<file path="config.mk">
export PLATFORM = sky130hd
export DESIGN_NAME = fifo_uart_tx
export DESIGN_NICKNAME = d
export VERILOG_FILES = /design/src/rtl/fifo_uart_tx.sv
export SDC_FILE = /design/constraint.sdc
export NUM_CORES = 1
export LEC_CHECK = 0
export ABC_AREA = 1
export CORE_MARGIN = 2
export CORE_UTILIZATION = 56
export DETAILED_ROUTE_END_ITERATION = 16
export PLACE_DENSITY = 0.82
export SLEW_MARGIN = 40
export SYNTH_ARGS = -nofsm -noshare
export SYNTH_HDL_FRONTEND = slang
export SYNTH_SLANG_ARGS = --single-unit
</file>
<file path="constraint.sdc">
create_clock -name clk -period 2.5 [get_ports clk]
set_input_delay 0.25 -clock clk [delete_from_list [all_inputs] [get_ports clk]]
set_output_delay 0.25 -clock clk [all_outputs]
set_load 0.01 [all_outputs]
</file>
<file path="src/rtl/fifo_uart_tx.sv">
`default_nettype none
// ============================================================================
// Module   : fifo_uart_tx
// Function : Pops words from the byte FIFO through its read handshake and
//            serialises each one as a UART frame (start, LSB-first data,
//            optional even parity, stop bits). Reads are throttled to the
//            line rate, so there is exactly one pop per frame.
// Option   : FIFO_UART_TX_PARITY_EN inserts an even-parity bit after DATA.
// Revision : 1.0 - initial release
// ============================================================================
module fifo_uart_tx #(
  parameter int DATA_WIDTH   = 8,
  parameter int CLKS_PER_BIT = 16,
  parameter int STOP_BITS    = 1,
  parameter int CNT_W        = $clog2(CLKS_PER_BIT*STOP_BITS)+1
) (
  input  logic                  clk,
  input  logic                  reset,
  input  logic                  tx_en,
  input  logic                  rd_val,
  input  logic [DATA_WIDTH-1:0] rd_data,
  output logic                  rd_en,
  output logic                  tx,
  output logic                  busy,
  output logic                  tx_done
);

  localparam int IDX_W = (DATA_WIDTH > 1) ? $clog2(DATA_WIDTH) : 1;

  // Terminal counts; the stop period is at least two cycles long because
  // CLKS_PER_BIT >= 2, so STOP_PRE is always a reachable count.
  localparam logic [CNT_W-1:0] BIT_LAST  = CNT_W'(CLKS_PER_BIT - 1);
  localparam logic [CNT_W-1:0] STOP_LAST = CNT_W'(CLKS_PER_BIT*STOP_BITS - 1);
  localparam logic [CNT_W-1:0] STOP_PRE  = CNT_W'(CLKS_PER_BIT*STOP_BITS - 2);
  localparam logic [IDX_W-1:0] IDX_LAST  = IDX_W'(DATA_WIDTH - 1);

  typedef enum logic [2:0] {
    IDLE   = 3'd0,
    LOAD   = 3'd1,
    START  = 3'd2,
    DATA   = 3'd3,
    PARITY = 3'd4,
    STOP   = 3'd5
  } state_t;

  state_t                  state;
  logic [CNT_W-1:0]        cnt;
  logic [IDX_W-1:0]        bit_idx;
  logic [DATA_WIDTH-1:0]   shreg;
  logic [DATA_WIDTH-1:0]   shreg_next;
`ifdef FIFO_UART_TX_PARITY_EN
  logic                    parity;
`endif

  // Pop only from IDLE so a frame in flight can never consume a second word.
  assign rd_en      = (state == IDLE) & tx_en & rd_val & ~reset;
  assign busy       = (state != IDLE) | rd_en;
  assign shreg_next = shreg >> 1;

  // Frame sequencer; tx and tx_done are registered so the line never glitches.
  // tx is loaded one cycle ahead, at each transition, with the level of the
  // bit that is about to start.
  always_ff @(posedge clk) begin
    if (reset) begin
      state   <= IDLE;
      cnt     <= '0;
      bit_idx <= '0;
      shreg   <= '0;
      tx      <= 1'b1;
      tx_done <= 1'b0;
`ifdef FIFO_UART_TX_PARITY_EN
      parity  <= 1'b0;
`endif
    end else begin
      tx_done <= 1'b0;
      case (state)
        IDLE: begin
          tx      <= 1'b1;
          cnt     <= '0;
          bit_idx <= '0;
          if (rd_en) begin
            state <= LOAD;
          end
        end

        LOAD: begin
          // rd_data is valid only in this cycle, one cycle after the pop.
          shreg  <= rd_data;
`ifdef FIFO_UART_TX_PARITY_EN
          parity <= ^rd_data;
`endif
          tx     <= 1'b0;
          state  <= START;
        end

        START: begin
          if (cnt == BIT_LAST) begin
            cnt   <= '0;
            tx    <= shreg[0];
            state <= DATA;
          end else begin
            cnt <= cnt + CNT_W'(1);
          end
        end

        DATA: begin
          if (cnt == BIT_LAST) begin
            cnt   <= '0;
            shreg <= shreg_next;
            if (bit_idx == IDX_LAST) begin
              bit_idx <= '0;
`ifdef FIFO_UART_TX_PARITY_EN
              tx      <= parity;
              state   <= PARITY;
`else
              tx      <= 1'b1;
              state   <= STOP;
`endif
            end else begin
              bit_idx <= bit_idx + IDX_W'(1);
              tx      <= shreg_next[0];
            end
          end else begin
            cnt <= cnt + CNT_W'(1);
          end
        end

`ifdef FIFO_UART_TX_PARITY_EN
        PARITY: begin
          if (cnt == BIT_LAST) begin
            cnt   <= '0;
            tx    <= 1'b1;
            state <= STOP;
          end else begin
            cnt <= cnt + CNT_W'(1);
          end
        end
`endif

        STOP: begin
          // Raise tx_done one cycle early so it lands on the last stop cycle.
          if (cnt == STOP_PRE) begin
            tx_done <= 1'b1;
          end
          if (cnt == STOP_LAST) begin
            cnt   <= '0;
            state <= IDLE;
          end else begin
            cnt <= cnt + CNT_W'(1);
          end
        end

        default: begin
          tx    <= 1'b1;
          cnt   <= '0;
          state <= IDLE;
        end
      endcase
    end
  end

endmodule
`default_nettype wire

</file>
Word level (Yosys, flattened, before mapping) --
Cells that the tools add are included.
Storage, ports and cells: bits in registers 21, logic and storage cells 54
Cells by class: $add $sub $neg 2, equal/unequal tests 12, mux-type cells 18, bitwise logic cells 6, reductions and logical operators 10
Operators by type and width (number):
- $mux W3 | 7
- $pmux W8 S2 | 1
- $pmux W3 S5 | 1
- $eq A5 B4 Y1 const B | 2
- $ne A2 B2 Y1 const B | 5
- $pmux W5 S2 | 1
- $mux W8 | 1
- $eq A3 B2 Y1 const B | 2
- $eq A3 B3 Y1 const B | 2
- $pmux W3 S2 | 1
- $add A5 B1 Y5 const B | 1
- $mux W5 | 1
- $reduce_and A5 Y1 | 1
- $mux W1 | 4
- $pmux W1 S4 | 1
- $reduce_and A2 Y1 | 2
- $reduce_bool A2 Y1 | 2
- $add A3 B1 Y3 const B | 1
- $and A1 B1 Y1 | 3
- $eq A3 B1 Y1 const B | 1
- $logic_not A3 Y1 | 1
- $reduce_and A3 Y1 | 1
- $reduce_bool A3 Y1 | 1
- $reduce_or A3 Y1 | 1
- other kinds (3) | 4

Logic depth before layout (Yosys ltp) --
Gate-level depths: netlist of the first run.
depth in word-level cells 6, mapped depth 8, depth with buffers taken out 8

Worst setup path after synthesis of the first run --
No wires, ideal clock.
path type flip-flop to flip-flop, from register cnt[1], to register shreg[0], data arrival time 1.160 ns, required time 2.384 ns, path slack 1.225 ns, stages on the path, launching flop included 9, cells stage by stage dfxtp_1 ha_1 nand3_1 nor2_1 nand2_2 nand2_2 inv_2 nor2_1 nor2_1
On the way: cells in the longest elaborated chain, start to end 3
Ends and longest elaborated chain:
- start: declaration | line 47 | logic [CNT_W-1:0] cnt;
- start signal: assignment | line 102 | cnt <= cnt + CNT_W'(1);
- start signal: assignment | line 124 | cnt <= cnt + CNT_W'(1);
- start signal: assignment | line 149 | cnt <= cnt + CNT_W'(1);
- $eq A5 B4 Y1 | line 107 | if (cnt == BIT_LAST) begin
- $ne A2 B2 Y1 (no source line)
- $reduce_and A2 Y1 (no source line)
- end signal: assignment | line 88 | shreg <= rd_data;
- end signal: assignment | line 109 | shreg <= shreg_next;
- end: declaration | line 49 | logic [DATA_WIDTH-1:0] shreg;
Every way passes these cells. A chain may end at the register's enable or synchronous reset.

Worst setup path after layout of the first run --
from input reset, to output busy
On the way: cells in the longest elaborated chain, start to end 3
Ends and longest elaborated chain:
- start: declaration | line 18 | input logic reset,
- $not A1 Y1 | line 56 | assign rd_en = (state == IDLE) & tx_en & rd_val & ~reset;
- $and A1 B1 Y1 | line 56
- $or A1 B1 Y1 | line 57 | assign busy = (state != IDLE) | rd_en;
- end: declaration | line 24 | output logic busy,
Every way passes these cells.

==> run metrics, run 1 <==
final wirelength ~2.5 mm; Power Density approximately 840 nW/um^2; transition time of the tightest slew-check pin around 320 ps; maximum vdd drop about 0.52 mV; Tmin final 1980 ps; Synthesis Warnings 0; final hold slack 466 ps; Sequential cell area approximately 420 sq um; share of the synthesized area in the top cell type 0.379; clock skew 3.67 ps; Nets between 200 and 250; first-pass GRT wire length between 4 and 5 mm; clock-pin slew of the registers on the worst-case setup and hold paths 110 ps; fraction of registers with async set/reset 0; Yosys reg bits 21; max-slew violation count 0; CP required ~2300 ps; final setup fails 0; detailed placement HPWL ~1.8 mm; Bufs on Longest Clock Path 2; # H-tree levels 1; share of post-route cells with drive strength above 1 0.0860; initial antenna violation count 0; largest net degree at the start of global routing 18; Rel. slew slack 0.783; outcome completed; die width 48.5 um; Die Span Y approximately 48 um; most frequent cells in the layout nand2_1, nor2_1, dfxtp_1; CTS tree done; Cell Rows 16; total grt overflow 0; vias 1,103; FILL cells roughly 190; P_leak approximately 0.6 nW; Max-Cap Viols 0; total CTS buffers 3; routability cong. 0.905; Iter 0 DRT Violations 15; Final Core Density 0.684; Post-Place Cell Area ~1300 sq um; I/O Buffers 15; number of I/O pins 16; vias in the first global route around 1,100; area occupied by multi-input gates between 600 and 700 sq um; core footprint ~1900 sq um; Period Utilization, post-route 0.791; n_diodes 0; Design Area, Final between 1000 and 1500 sq um; Syn Inst Count about 170; die area 2350 sq um; HP Class reg2reg; Crit Path Max Fanout 5; wire per inst 11.6 um; cts repair resizes 0; WP data arrival roughly 1700 ps; CP startpoint kind input pin; Clock Latency Late Sink a little over 300 ps; Hold Vio Cnt, Final 0; Clk Tree Root Cell clkbuf_4; Initial Utilization 0.577; number of detailed-route iterations in the first pass 4; Top FF cell, synth dfxtp_1; post-synthesis sequential area ratio 0.379; Clock Sinks 21; CTS Hold Bufs 0; Via-to-Cell Ratio 5.18; leading cell type in the layout, fill and taps excluded nand2_1; antenna viol nets, final 0; Crit. End Element primary output; RSZ-0062 raised after global routing no; Area Growth Syn to Fin 18.6%; cell taking the most area after synthesis dfxtp_1; GRT Util Overall 0.233; f_max roughly 510 MHz; top post-synthesis cells by area dfxtp_1, nand2_1, nor2_1; post-synthesis cell area between 1000 and 1500 sq um; Net Count, Synth 184; synth unique cells 22; post-route setup TNS 0 ps; Post-synth EDFFs 0; setup repair bufs after CTS 0; Syn Area/Cell 6.60 sq um; CP Class in2out; DRC 0
[state kept, by name (all words and copies together) (netlist names)]
register,count
cnt,5
state,3
bit_idx,3
tx,1
shreg,8
tx_done,1
[layer usage]
layer | vias to the layer above | wire length (um) | track usage
met5 | - | 0 | 0
met4 | 0 | 26 | 0.0571
met3 | 3 | 100 | 0.0401
met2 | 25 | 1250 | 0.465
met1 | 497 | 1100 | 0.251
li1 | 578 | - | -
[report_power, final]
group / total, mW / leakage [nW] / switching (mW) / internal [mW]
Clock: 0.165 / 0.0150 / 0.103 / 0.0624
Combinational: 0.444 / 0.407 / 0.271 / 0.174
Sequential: 0.493 / 0.172 / 0.0643 / 0.429
Total: 1.10 / 0.594 / 0.438 / 0.665
[logic make-up after synthesis]
family	synth area share
buf+inv	0.0643
compound gates	0.123
fa+ha+maj	0.0451
simple gates	0.388
flops	0.379
[final timing paths]
kind	slack [ps]	cells past startpoint	to	from
worst max register to register	910	8	shreg[4]$_SDFFE_PP0P_	cnt[1]$_SDFFE_PP0N_
worst max-delay path	520	5	busy	reset
worst min-delay path	470	1	tx_done$_SDFF_PP0_	cnt[4]$_SDFFE_PP0N_
worst min register to register	470	1	tx_done$_SDFF_PP0_	cnt[4]$_SDFFE_PP0N_
[worst max-delay path, cell delays in order]
cell and delay [ps]:
clkdlybuf4s50_1 500, inv_1 120, nand3_1 130, nand3_1 170
clkdlybuf4s50_1 560
[cell type report]
type                    count  share of cell area
clock buffers               4              0.0200
repair buffers             16               0.120
multi-input cells         129               0.469
inverters                  16              0.0457
flip-flops and latches     21               0.320
well taps                  27              0.0257
[synth_stat cells (2+ instances only)]
| cell type | count |
|---|---|
| nand2_2 | 5 |
| o21ai_1 | 3 |
| ha_1 | 4 |
| a22oi_1 | 2 |
| nor3_1 | 3 |
| nand2_1 | 44 |
| a21oi_1 | 6 |
| inv_2 | 4 |
| dfxtp_1 | 21 |
| o21ai_0 | 12 |
| inv_1 | 12 |
| nand3_1 | 14 |
| nor2_1 | 28 |
| nand4_1 | 2 |
[through the flow]
step           setup WS (ps)  power [mW]  instances
2_1_floorplan           1220       0.808        168
3_3_place_gp             633       0.917        209
3_5_place_dp             591       0.942        209
4_1_cts                  547        1.11        213
5_1_grt                  468        1.20        213
6_report                 521        1.10        213
Note: power is estimated with default switching activity, not from simulation.
==> run 2: changes to the inputs <==
--- a/config.mk
+++ b/config.mk
@@ -7,9 +7,9 @@
 export LEC_CHECK = 0
 export ABC_AREA = 1
 export CORE_MARGIN = 2
-export CORE_UTILIZATION = 56
+export CORE_UTILIZATION = 52
 export DETAILED_ROUTE_END_ITERATION = 16
-export PLACE_DENSITY = 0.82
+export PLACE_DENSITY = 0.77
 export SLEW_MARGIN = 40
 export SYNTH_ARGS = -nofsm -noshare
 export SYNTH_HDL_FRONTEND = slang
==> constraint.sdc (replaced) <==
create_clock -name clk -period 1.85 [get_ports clk]
set_input_delay 0.185 -clock clk [delete_from_list [all_inputs] [get_ports clk]]
set_output_delay 0.185 -clock clk [all_outputs]
set_load 0.01 [all_outputs]
==> run 2 against run 1 <==
Net effect: register-to-register slack got worse by 630 ps; non-clock buffer count rose by 2; sequential power rose by 36%; first-iteration DRC count rose by 60%; die area rose by 7.0%; sequential cell count did not move; core utilization fell by 0.62 points; total power rose by 36%.
==> run metrics, run 2 (synthesis results as in run 1) <==
outcome completed; Post-Place Cell Area 1300 sq um; max-slew violation count 0; Rel. slew slack 0.825; total CTS buffers 3; wire per inst around 11 um; CP Class reg2out; Initial Utilization 0.559; Iter 0 DRT Violations 24; total grt overflow 0; most frequent cells in the layout nand2_1, nor2_1, dfxtp_1; die width 50.2 um; Crit-path slowest cell clkdlybuf4s50_1; largest net degree at the start of global routing 18; f_max 577 MHz; number of detailed-route iterations in the first pass 4; Final Core Density 0.678; core footprint about 2000 sq um; cts repair resizes 1; leading cell type in the layout, fill and taps excluded nand2_1; CP startpoint kind flip-flop; Die Span Y roughly 50 um; Crit Path Max Fanout 5; cell family with most CP delay buffers and inverters; first-pass GRT wire length 4.11 mm; Cell Rows 16; Area Growth Syn to Fin 21.2%; final wirelength roughly 2.3 mm; CTS tree done; max reg flops 8; number of I/O pins 16; n_diodes 0; final setup fails 0; CP bufs+invs 2; Highest Signal Layer met4; metal3 WL around 73 um; CP required between 1500 and 2000 ps; metal1 wirelength approximately 1.1 mm; post-route setup TNS 0 ps; setup repair bufs after CTS 0; Max-Cap Viols 0; antenna viol nets, final 0; RSZ-0062 raised after global routing no; Crit. End Element primary output; Hold Vio Cnt, Final 0; Design Area, Final approximately 1300 sq um; Via-to-Cell Ratio 5.14; Power Density 1120 nW/um^2; vias in the first global route about 1,000; P_leak ~0.63 nW; # H-tree levels 1; Clock Latency Late Sink between 300 and 400 ps; DRC 0; WP data arrival roughly 1600 ps; area occupied by multi-input gates roughly 620 sq um; Clock Sinks 21; CTS Hold Bufs 0; die area ~2500 sq um; Bufs on Longest Clock Path 2; vias roughly 1,100; clock-pin slew of the registers on the worst-case setup and hold paths between 100 and 150 ps; Period Utilization, post-route 0.936; detailed placement HPWL 1.75 mm; largest registers shreg x8, cnt x5; max incr delay on CP between 500 and 600 ps; initial antenna violation count 0; Nets 205; GRT Util Overall 0.211; FILL cells about 170; clock skew around 9.5 ps; DP Cell Count roughly 210; Clk Tree Root Cell clkbuf_4; maximum vdd drop approximately 0.7 mV; final hold slack about 440 ps; share of post-route cells with drive strength above 1 0.122; met2 WL roughly 1.1 mm; Most flops, register shreg; routability cong. approximately 0.89; crit path cell chain inv_2 -> nand3_1 -> clkdlybuf4s50_1; post-route insts no fill 215; I/O Buffers 15; Sequential cell area 423 sq um; HP Class in2reg; transition time of the tightest slew-check pin 261 ps; Tmin final approximately 1700 ps
==> run 2: power breakdown <==
part           internal, mW  switching [mW]  leakage, nW  total (mW)
registers             0.581          0.0896        0.173       0.671
logic                 0.243           0.362        0.436       0.605
clock network        0.0808           0.146       0.0177       0.227
==> run 2: final cells by class <==
class | instances | share of cell area
sequential | 21 | 0.315
tap | 27 | 0.0251
clock inverter | 1 | 0.00372
clock buffer | 3 | 0.0168
inverter | 16 | 0.0447
timing repair buffer | 18 | 0.130
multi-input combinational | 129 | 0.465
==> run 2: routing by layer <==
layer	track usage	up-vias
met5	0	-
met3	0.0417	5
li1	-	586
met1	0.266	500
met4	0.106	0
met2	0.340	14
==> run 2: path summary, 6_finish.rpt <==
check | start | endpoint | slack, ps | cells after the start
max | state[0]$_SDFFE_PP0P_ | busy | 120 | 3
min | rd_data[7] | shreg[7]$_SDFFE_PP0P_ | 440 | 3
max reg2reg | cnt[1]$_SDFFE_PP0N_ | shreg[2]$_SDFFE_PP0P_ | 280 | 8
min reg2reg | cnt[4]$_SDFFE_PP0N_ | tx_done$_SDFF_PP0_ | 470 | 1
==> run 2: through the flow <==
step	total power, mW	setup WS [ps]
CTS	1.50	11.7
global route	1.64	41.8
floorplan	1.09	575
finish	1.50	118
detailed placement	1.27	174
global placement	1.25	177
==> run 2: worst register-to-register path: stages (launching register included) <==
cell and delay (ps):
dfxtp_1 400, ha_1 240, nand3_1 100, nor2_1 200, nand2_2 130, nand2_2 160
inv_2 100, nor2_1 90, nor2_1 50
==> run 3: changes to the inputs <==
--- a/config.mk
+++ b/config.mk
@@ -6,10 +6,12 @@
 export NUM_CORES = 1
 export LEC_CHECK = 0
 export ABC_AREA = 1
+export CAP_MARGIN = 10
 export CORE_MARGIN = 2
 export CORE_UTILIZATION = 52
 export DETAILED_ROUTE_END_ITERATION = 16
 export PLACE_DENSITY = 0.77
+export RECOVER_POWER = 100
 export SLEW_MARGIN = 40
 export SYNTH_ARGS = -nofsm -noshare
 export SYNTH_HDL_FRONTEND = slang
==> constraint.sdc (replaced) <==
create_clock -name clk -period 1.65 [get_ports clk]
set_input_delay 0.165 -clock clk [delete_from_list [all_inputs] [get_ports clk]]
set_output_delay 0.165 -clock clk [all_outputs]
set_load 0.01 [all_outputs]
==> run 3 against run 2 <==
Net effect: final area grew 1.9%; core utilization grew 1.3 points; global-route usage grew 2.5 points; sequential cell count is the same; final cell count grew 1.4%; non-clock buffer count grew 3; critical path depth grew 5; die area is the same; hold slack lost 14 ps; highest routed layer unchanged.
==> run metrics, run 3 (synthesis results as in run 1) <==
final setup fails 0; total CTS buffers 3; number of I/O pins 16; vias between 1,000 and 1,500; FILL cells approximately 170; # H-tree levels 1; area occupied by multi-input gates 627 sq um; Final Core Density 0.691; hold depth 3; die width ~50 um; CP required ~1900 ps; crit path from cnt[1]$_SDFFE_PP0N_; final hold slack 431 ps; Cell Rows 16; die area between 2000 and 3000 sq um; metal1 wirelength about 1.1 mm; Nets 208; transition time of the tightest slew-check pin 325 ps; Bufs on Longest Clock Path 2; f_max roughly 650 MHz; metal3 WL about 110 um; DP Cell Count between 200 and 250; WP data arrival between 1500 and 2000 ps; GRT Util Overall 0.236; leading cell type in the layout, fill and taps excluded nand2_1; crit path cell chain ha_2 -> nand3_1 -> nor2_2 -> nand2_2 -> nand2_2 -> inv_2 -> nor2_1 -> nor2_1; met2 WL roughly 1.3 mm; DRC 0; Crit. End Element flip-flop; most frequent cells in the layout nand2_1, nor2_1, dfxtp_1; Crit Path Max Fanout 8; number of detailed-route iterations in the first pass 4; Hold Vio Cnt, Final 0; routability cong. between 0.8 and 0.9; Via-to-Cell Ratio between 5 and 6; P_leak around 0.63 nW; post-route insts no fill between 200 and 250; first-pass GRT wire length ~4.5 mm; max reg flops 8; CP startpoint kind flip-flop; antenna viol nets, final 0; Tmin final approximately 1500 ps; CTS Hold Bufs 0; detailed placement HPWL between 1.5 and 2 mm; core footprint 1980 sq um; CTS tree done; clock-pin slew of the registers on the worst-case setup and hold paths 120 ps; total grt overflow 0; HP Class in2reg; clock skew approximately 12 ps; Power Density ~1200 nW/um^2; vias in the first global route around 1,100; Iter 0 DRT Violations 14; CP Class reg2reg; maximum vdd drop slightly above 0.8 mV; worst r2r src cnt[1]$_SDFFE_PP0N_; initial antenna violation count 0; Highest Signal Layer met4; Crit-path slowest cell dfxtp_1; Initial Utilization 0.559; Clock Sinks 21; CP bufs+invs 1; n_diodes 0; Total Power around 1.7 mW; Area Growth Syn to Fin 23.5%; Rel. slew slack 0.783; max-slew violation count 0; hold_sp rd_data[7]; Post-Place Cell Area between 1000 and 1500 sq um; I/O Buffers 15; share of post-route cells with drive strength above 1 0.136; Clock Latency Late Sink 310 ps; post-route setup TNS 0 ps; Design Area, Final roughly 1400 sq um; max incr delay on CP 400 ps; Period Utilization, post-route 0.926; largest registers shreg x8, cnt x5; final wirelength around 2.6 mm; reg2reg path depth 8; Max-Cap Viols 0; Sequential cell area 425 sq um; cell family with most CP delay simple AND/OR/NAND/NOR gates; final worst setup slack 123 ps; outcome completed; wire per inst 11.8 um; Most flops, register shreg; Die Span Y around 50 um; largest net degree at the start of global routing 18; Clk Tree Root Cell clkbuf_4; stages on the worst setup path 8; worst slack at placement ~29 ps
## run 3: cell count changes in the layout (fill, tap and decap cells not counted), sizes merged
| cell | delta |
|---|---|
| buf | +3 |
| clkbuf | +1 |
| clkdlybuf4s50 | -1 |
| clkinv | -1 |
| dlygate4sd2 | +1 |
## run 3: path summary, 6_finish.rpt
check	to	slack (ps)
setup reg to reg	shreg[6]$_SDFFE_PP0P_	120
hold reg to reg	tx_done$_SDFF_PP0_	480
setup / recovery	shreg[6]$_SDFFE_PP0P_	120
hold / removal	shreg[7]$_SDFFE_PP0P_	430
## run 3: area by class of cell
class,count,share of cell area
Multi-Input combinational cell,129,0.458
Timing Repair Buffer,21,0.144
Clock buffer,4,0.0192
Inverter,16,0.0439
Tap cell,27,0.0247
Sequential cell,21,0.311
## run 3: repair_timing
action / 4_1_cts / 5_1_grt
gates resized for setup: 5 / 6
buffers inserted: 1 / 0
setup endpoints to repair: 2 / 8
pin swaps: 1 / 0
## run 3: worst min-delay path, delay by kind of cell
| family | cells | cell delay [ps] |
|---|---|---|
| AOI/OAI and AO/OA | 1 | 60 |
| buffers and inverters | 1 | 400 |
| and+or+nand+nor | 1 | 70 |
## run 3: power by group
part	switching (mW)	total, mW	internal [mW]	leakage [nW]
Clock	0.155	0.249	0.0944	0.0150
Sequential	0.102	0.753	0.651	0.173
Combinational	0.417	0.707	0.290	0.444
Total	0.674	1.71	1.03	0.632
## run 3: metal layers
layer  global-route usage  vias up
li1                     -      594
met1                0.273      505
met2                0.406       27
met3               0.0387        9
met4                0.139        0
met5                    0        -
